==> src/rtl/secret_stim_check.sv <==
// Stimulus/response checker for the protected accumulator and pass-through block.
// Drives LFSR stimulus, models the 1-cycle accumulator, and counts mismatches.
module secret_stim_check #(
  parameter int unsigned NUM_CYCLES = 64,
  parameter logic [31:0] SEED       = 32'hACE1_2019
) (
  input  logic         clk,
  input  logic         rst_n,
  input  logic         start,
  output logic [31:0]  accum_in,
  input  logic [31:0]  accum_out,
  output logic [301:0] pt_drv,
  input  logic [301:0] pt_ret,
  output logic         busy,
  output logic         done,
  output logic         pass,
  output logic [15:0]  err_count,
  output logic [15:0]  first_err_cyc
);

  // An all-zero seed would lock the LFSR at zero forever.
  localparam logic [31:0] SEED_EFF = (SEED == 32'd0) ? 32'd1 : SEED;
  localparam logic [31:0] TAPS     = 32'h8020_0003;
  localparam logic [15:0] LAST_IDX = 16'(NUM_CYCLES - 1);
  localparam logic [15:0] NO_ERR   = 16'hFFFF;

  typedef enum logic [2:0] {
    S_IDLE,
    S_ARM,
    S_RUN,
    S_CHECK,
    S_DONE
  } state_t;

  state_t      state;
  logic [31:0] lfsr;
  logic [31:0] exp_acc;
  logic [15:0] idx;

  logic [31:0] lfsr_nxt;
  logic        acc_err;
  logic        pt_err;
  logic        cyc_err;
  logic [16:0] err_sum;
  logic [15:0] err_count_nxt;

  // Lower 302 bits of the LFSR word repeated ten times.
  function automatic logic [301:0] spread(input logic [31:0] v);
    logic [301:0] r;
    r = '0;
    for (int i = 0; i < 302; i++) begin
      r[i] = v[i[4:0]];
    end
    return r;
  endfunction

  // NOTE: every signal assigned in always_comb gets a value on every path,
  // otherwise synthesis infers a latch to hold the old value.
  always_comb begin
    lfsr_nxt      = {1'b0, lfsr[31:1]} ^ (lfsr[0] ? TAPS : 32'd0);
    acc_err       = ((state == S_RUN) || (state == S_CHECK)) && (accum_out != exp_acc);
    pt_err        = (state == S_RUN) && (pt_ret != pt_drv);
    cyc_err       = acc_err | pt_err;
    err_sum       = {1'b0, err_count} + 17'(acc_err) + 17'(pt_err);
    err_count_nxt = err_sum[16] ? 16'hFFFF : err_sum[15:0];
  end

  // NOTE: all state uses non-blocking assignments so every register samples
  // the pre-edge values of the others, independent of statement order.
  always_ff @(posedge clk or negedge rst_n) begin
    if (!rst_n) begin
      state         <= S_IDLE;
      accum_in      <= '0;
      pt_drv        <= '0;
      busy          <= 1'b0;
      done          <= 1'b0;
      pass          <= 1'b0;
      err_count     <= '0;
      first_err_cyc <= NO_ERR;
      lfsr          <= SEED_EFF;
      exp_acc       <= '0;
      idx           <= '0;
    end else begin
      case (state)
        S_IDLE, S_DONE: begin
          if (start) begin
            state <= S_ARM;
            busy  <= 1'b1;
            done  <= 1'b0;
            pass  <= 1'b0;
          end
        end

        // The accumulator has no reset, so its present value becomes the base.
        S_ARM: begin
          exp_acc       <= accum_out;
          lfsr          <= SEED_EFF;
          err_count     <= '0;
          first_err_cyc <= NO_ERR;
          idx           <= '0;
          accum_in      <= SEED_EFF;
          pt_drv        <= spread(SEED_EFF);
          state         <= S_RUN;
        end

        S_RUN: begin
          err_count <= err_count_nxt;
          if (cyc_err && (err_count == 16'd0)) begin
            first_err_cyc <= idx;
          end
          exp_acc <= exp_acc + accum_in;
          lfsr    <= lfsr_nxt;
          idx     <= idx + 16'd1;
          if (idx == LAST_IDX) begin
            state    <= S_CHECK;
            accum_in <= '0;
          end else begin
            accum_in <= lfsr_nxt;
            pt_drv   <= spread(lfsr_nxt);
          end
        end

        // Only the accumulator is compared here; it still owes the last addition.
        S_CHECK: begin
          err_count <= err_count_nxt;
          if (cyc_err && (err_count == 16'd0)) begin
            first_err_cyc <= idx;
          end
          pt_drv <= '0;
          busy   <= 1'b0;
          done   <= 1'b1;
          pass   <= (err_count_nxt == 16'd0);
          state  <= S_DONE;
        end

        default: begin
          state <= S_IDLE;
        end
      endcase
    end
  end

endmodule

==> config.mk <==
export PLATFORM = sky130hd
export DESIGN_NAME = secret_stim_check
export DESIGN_NICKNAME = d
export VERILOG_FILES = /design/src/rtl/secret_stim_check.sv
export SDC_FILE = /design/constraint.sdc
export NUM_CORES = 1
export LEC_CHECK = 0
export CORE_AREA = 10 10 270 272
export CTS_CLUSTER_DIAMETER = 30
export DETAILED_ROUTE_END_ITERATION = 8
export DIE_AREA = 0 0 280 282
export GPL_TIMING_DRIVEN = 0
export PLACE_DENSITY = 0.45
export SLEW_MARGIN = 20
export SYNTH_ARGS = -nofsm -noshare
export SYNTH_HDL_FRONTEND = slang
export SYNTH_SLANG_ARGS = --single-unit
==> constraint.sdc <==
create_clock -name clk -period 4.8 [get_ports clk]
set_clock_uncertainty 0.2 [all_clocks]
set_input_delay 0.96 -clock clk [delete_from_list [all_inputs] [get_ports clk]]
set_output_delay 0.96 -clock clk [all_outputs]
set_load 0.01 [all_outputs]
**Yosys cells after proc, flatten, opt, wreduce, memory -nomap -nowiden**

Index checks and enable logic that the tools add are counted.
W data, S select, Z words.

- Register bits after elaboration: 452
- Bits of input ports: 337
- Word-level logic and storage cells: 65

- $add $sub $neg: 4
- Eq/ne operators: 11
- Multiplexer cells: 20
- Bitwise operators: 2
- Reduce and logical (&&, ||, !) cells: 17

Operator list:

| operator | number |
|---|---|
| $pmux W302 S3 | 1 |
| $mux W302 | 1 |
| $ne A302 B302 Y1 | 1 |
| $pmux W32 S2 | 3 |
| $pmux W16 S2 | 3 |
| $mux W32 | 2 |
| $add A32 B32 Y32 | 1 |
| $logic_not A16 Y1 | 2 |
| $mux W16 | 2 |
| $ne A32 B32 Y1 | 1 |
| $xor A31 B32 Y32 | 1 |
| $add A16 B1 Y17 | 1 |
| $add A17 B1 Y17 | 1 |
| $add A16 B1 Y16 const B | 1 |
| $eq A16 B6 Y1 const B | 1 |
| $pmux W3 S4 | 1 |
| $reduce_and A2 Y1 | 4 |
| $eq A3 B2 Y1 const B | 2 |
| $mux W3 | 2 |
| $pmux W1 S2 | 3 |
| $reduce_bool A2 Y1 | 3 |
| $ne A2 B1 Y1 const B | 2 |
| $ne A2 B2 Y1 const B | 2 |
| $reduce_or A2 Y1 | 2 |
| other kinds (8) | 11 |

**Depth between registers and ports, before layout**

- Depth in word-level cells: 8
- Gate-level depth with buffers: 20

**Worst setup path after synthesis**

No wires, ideal clock.

- Path type: input to register
- Start: in pt_ret[7]
- End: reg err_count[3]
- Setup time: 0.121 ns
- Arrival time: 4.548 ns
- Setup slack: -0.069 ns
- Stages on the path: 16
- Cells stage by stage: or4_2 -> a221oi_2 -> nand4_1 -> or4_1 -> o21ai_2 -> fa_1 -> inv_1 -> ha_1 -> and3_1 -> and3_1 -> and2_1 -> nand4_1 -> or3_1 -> clkbuf_1 -> o21ai_0 -> a22o_1

- Longest elaborated chain between the ends: 5

Ends and longest elaborated chain:

| item | RTL line | RTL |
|---|---|---|
| start: declaration | 13 | `input logic [301:0] pt_ret,` |
| $ne A302 B302 Y1 | 62 | `pt_err = (state == S_RUN) && (pt_ret != pt_drv);` |
| $logic_and A1 B1 Y1 | 62 |  |
| $add A17 B1 Y17 | 64 | `err_sum = {1'b0, err_count} + 17'(acc_err) + 17'(pt_err);` |
| $mux W16 | 65 | `err_count_nxt = err_sum[16] ? 16'hFFFF : err_sum[15:0];` |
| $pmux W16 S2 | 84 | `case (state)` |
| end signal: assignment | 107 | `err_count <= err_count_nxt;` |
| end signal: assignment | 125 | `err_count <= err_count_nxt;` |
| end: declaration | 17 | `output logic [15:0] err_count,` |

No other way between the ends.
A chain may end at the register's enable or synchronous reset.

**Worst setup path after layout**

- Start: in pt_ret[245]
- End: reg pass

- Longest elaborated chain between the ends: 6

Ends and longest elaborated chain:

| item | RTL line | RTL |
|---|---|---|
| $ne A302 B302 Y1 | 62 |  |
| $logic_and A1 B1 Y1 | 62 |  |
| $add A17 B1 Y17 | 64 |  |
| $mux W16 | 65 |  |
| $logic_not A16 Y1 | 132 | `pass <= (err_count_nxt == 16'd0);` |
| $pmux W1 S2 | 84 |  |
| end signal: assignment | 132 |  |
| end: declaration | 16 | `output logic pass,` |

No other way between the ends.

==> metrics.txt <==
total grt overflow 0; vias in the first global route 15700; outcome finished, violations left; CP bufs+invs 2; Post-Synthesis Cells 1718; die width 280 um; Total Routing Usage GR 0.239; FP Rows 96; RSZ-0062 raised after global routing yes; simple-gate share of the synthesized area 0.177; Netlist cell types 72; Max VDD drop 0.000338 V; hold buffers post-CTS 0; per-cell routed wire length 29.3 um; synth warn 0; Starting Density 0.216; worst hold path type input pin to async pin; Yosys reg bits 182; worst slew pin tran 0.865 ns; Critical Path Max Stage Delay 0.63 ns; worst-path maximum fanout 5; Mapped Nets 2090; CP Capture Type register; layout cells sized above 1 0.200; port bufs 705; Worst Path Required 4.98 ns; Post-synth ARST share 1.00; die area 79000 um^2; Final WS setup -0.123 ns; clock tree buffer depth 2; DR pass1 iterations 8; largest net degree at the start of global routing 85; delay-heaviest family, CP simple AND/OR/NAND/NOR gates; initial antenna violation count 55; XOR/XNOR Fraction of Synth Area 0.110; PD cells 615 nW/um^2; DRC Markers 0; via count 15800; Area Growth Syn to Fin 65.5%; setup_tns -0.146 ns; clock latency at the later pin of the worst-skew pair 0.47 ns; largest family of logic cells by synthesized area buffers and inverters; failing checks setup timing; first-pass GRT wire length 132000 um; Syn Area/Cell 8.50 um^2; Synth Cell Area 14600 um^2; placer's final routability congestion estimate 0.905; Crit path depth 18; average vias per placed instance 4.68; area share of fa/ha/maj cells after synthesis 0.0310; Post-synth EDFFs 0; H-tree Lvls 4; 1st-iter DRT viols 1159; Final Power 14.9 mW; clk slew on worst S/H paths 0.08 ns; Slew Viols, Final 0; Top Ports 706; multiplexer share of the synthesized area 0.0179; CP startpoint kind input pin; Pleak 10.3 nW; Clock Tree Root clkbuf_16; core area 67700 um^2; worst-path cell with the longest stage delay or4_4; Arrival @ worst endpoint 5.11 ns; DP Wirelength 84400 um; fmax 203 MHz; CTS Buf Count 17; CTS sink cnt 182; Post-synth top flop dfrtp_1; Util after Layout 0.357; Setup CP Type input pin to register; Routed Antenna Nets 0; crit-path cells buf_2 -> or3_1 -> a222oi_1 -> nand4_1 -> or4_4 -> o21ai_4 -> fa_2 -> inv_2 -> ha_4 -> and3_4 -> and3_4 -> and2_4 -> nand3b_1 -> o21ai_1 -> a22oi_1 -> a2111oi_2 -> nand4_1 -> o21ai_1; Synth Area in Compound Gates 0.172; slew margin rel. 0.424; crit share post-route 1.03; Max-Cap Viols 0; register area share after synthesis 0.314; final hold viol count 0; die height 282 um; final wirelength 98700 um; CTS tree done; Nets 2823; worst reg-to-reg path cell count 17; crit path time final 4.92 ns; Final setup viols 2
## power by group
group,internal [mW],switching [mW],total [mW],leakage [nW]
Sequential,2.23,1.20,3.43,2.21
Clock,0.772,0.782,1.55,0.311
Combinational,5.08,4.79,9.87,7.74
Total,8.09,6.77,14.9,10.3
## metrics by stage
| step | instance area [um^2] | worst slack, ns | hold slack (ns) | std cells |
|---|---|---|---|---|
| 2_1_floorplan | 14600 | 0.00335 | 0.249 | 1718 |
| 3_3_place_gp | 22800 | -5.77 | 0.283 | 3305 |
| 3_5_place_dp | 22800 | -1.87 | 0.279 | 3308 |
| 4_1_cts | 24000 | -0.179 | 0.150 | 3343 |
| 5_1_grt | 24100 | -0.212 | 0.154 | 3356 |
| 6_report | 24200 | -0.123 | 0.155 | 3366 |
## synthesized netlist by cell type (all sizes together) (47+ instances only)
cell      n  share of area
and3     56          0.024
nor2     73          0.019
nand3    49          0.017
clkbuf   72          0.019
dfrtp   154           0.26
a22o     63          0.038
o21ai    99          0.034
inv      47          0.012
buf     285           0.15
nor4     47          0.021
a21oi    70          0.024
xor2    133          0.080
xnor2    50          0.030
nand2   128          0.033
nor3     61          0.021
## kinds of logic after synthesis
kind of cell	count (synthesis)
multiplexers	26
flip-flops	182
XOR/XNOR	183
AO/OA/AOI/OAI	382
buffers and inverters	405
adder cells (fa/ha/maj)	35
AND/OR/NAND/NOR	505
## sequential cells by signal, summed over array words and instances, names as in the netlist
register and count:
accum_in 32, busy 1, done 1, err_count 16
exp_acc 32, first_err_cyc 16, idx 16, lfsr 32
pass 1, pt_drv 32, state 3
## layer usage
metal | GRT usage | routed length (um) | up-vias
li1 | - | - | 7345
met1 | 0.268 | 37600 | 7697
met2 | 0.448 | 52200 | 567
met3 | 0.0576 | 6610 | 122
met4 | 0.0547 | 2050 | 32
met5 | 0 | 207 | -
## worst paths after layout
path                                         start                      end  slack, ns
setup / recovery                       pt_ret[245]         pass$_DFFE_PN0P_      -0.12
hold / removal                               rst_n      idx[12]$_DFFE_PN0P_       0.16
setup reg to reg           pt_drv[277]$_DFFE_PN0P_         pass$_DFFE_PN0P_      -0.11
hold reg to reg                idx[15]$_DFFE_PN0P_      idx[15]$_DFFE_PN0P_       0.30
max in group asynchronous                    rst_n  pt_drv[276]$_DFFE_PN0P_       3.10
min in group clk               idx[15]$_DFFE_PN0P_      idx[15]$_DFFE_PN0P_       0.30
## what timing repair did
action / CTS / global route
setup buffers: 15 / 4
endpoints found under the hold margin: 0 / 0
cloned: 0 / 1
gates resized for setup: 209 / 27
pin swaps: 39 / 11
endpoints found under the setup margin: 33 / 16
## final cells by class
class                           count  area (um^2)
Fill cell                        6973        43600
Multi-Input combinational cell   1131         7850
Timing Repair Buffer              728         7250
Sequential cell                   182         4640
Buffer                            344         2450
Tap cell                          882         1100
Clock buffer                       17          425
Clock inverter                     15          220
Inverter                           47          176
Antenna cell                       20         50.0
## layout by cell type, fill, tap and decap left out, types with 52 or more instances in the layout
| master | Yosys | layout |
|---|---|---|
| and3_1 | 54 | 52 |
| nor3_1 | 61 | 56 |
| a21oi_1 | 70 | 69 |
| xor2_1 | 133 | 130 |
| nor2_1 | 72 | 70 |
| dfrtp_1 | 154 | 123 |
| buf_4 | 270 | 292 |
| o21ai_0 | 94 | 82 |
| nand2_1 | 128 | 128 |
| a22o_1 | 62 | 62 |
| clkdlybuf4s50_1 | 0 | 657 |
(Power assumes the default switching activity.)
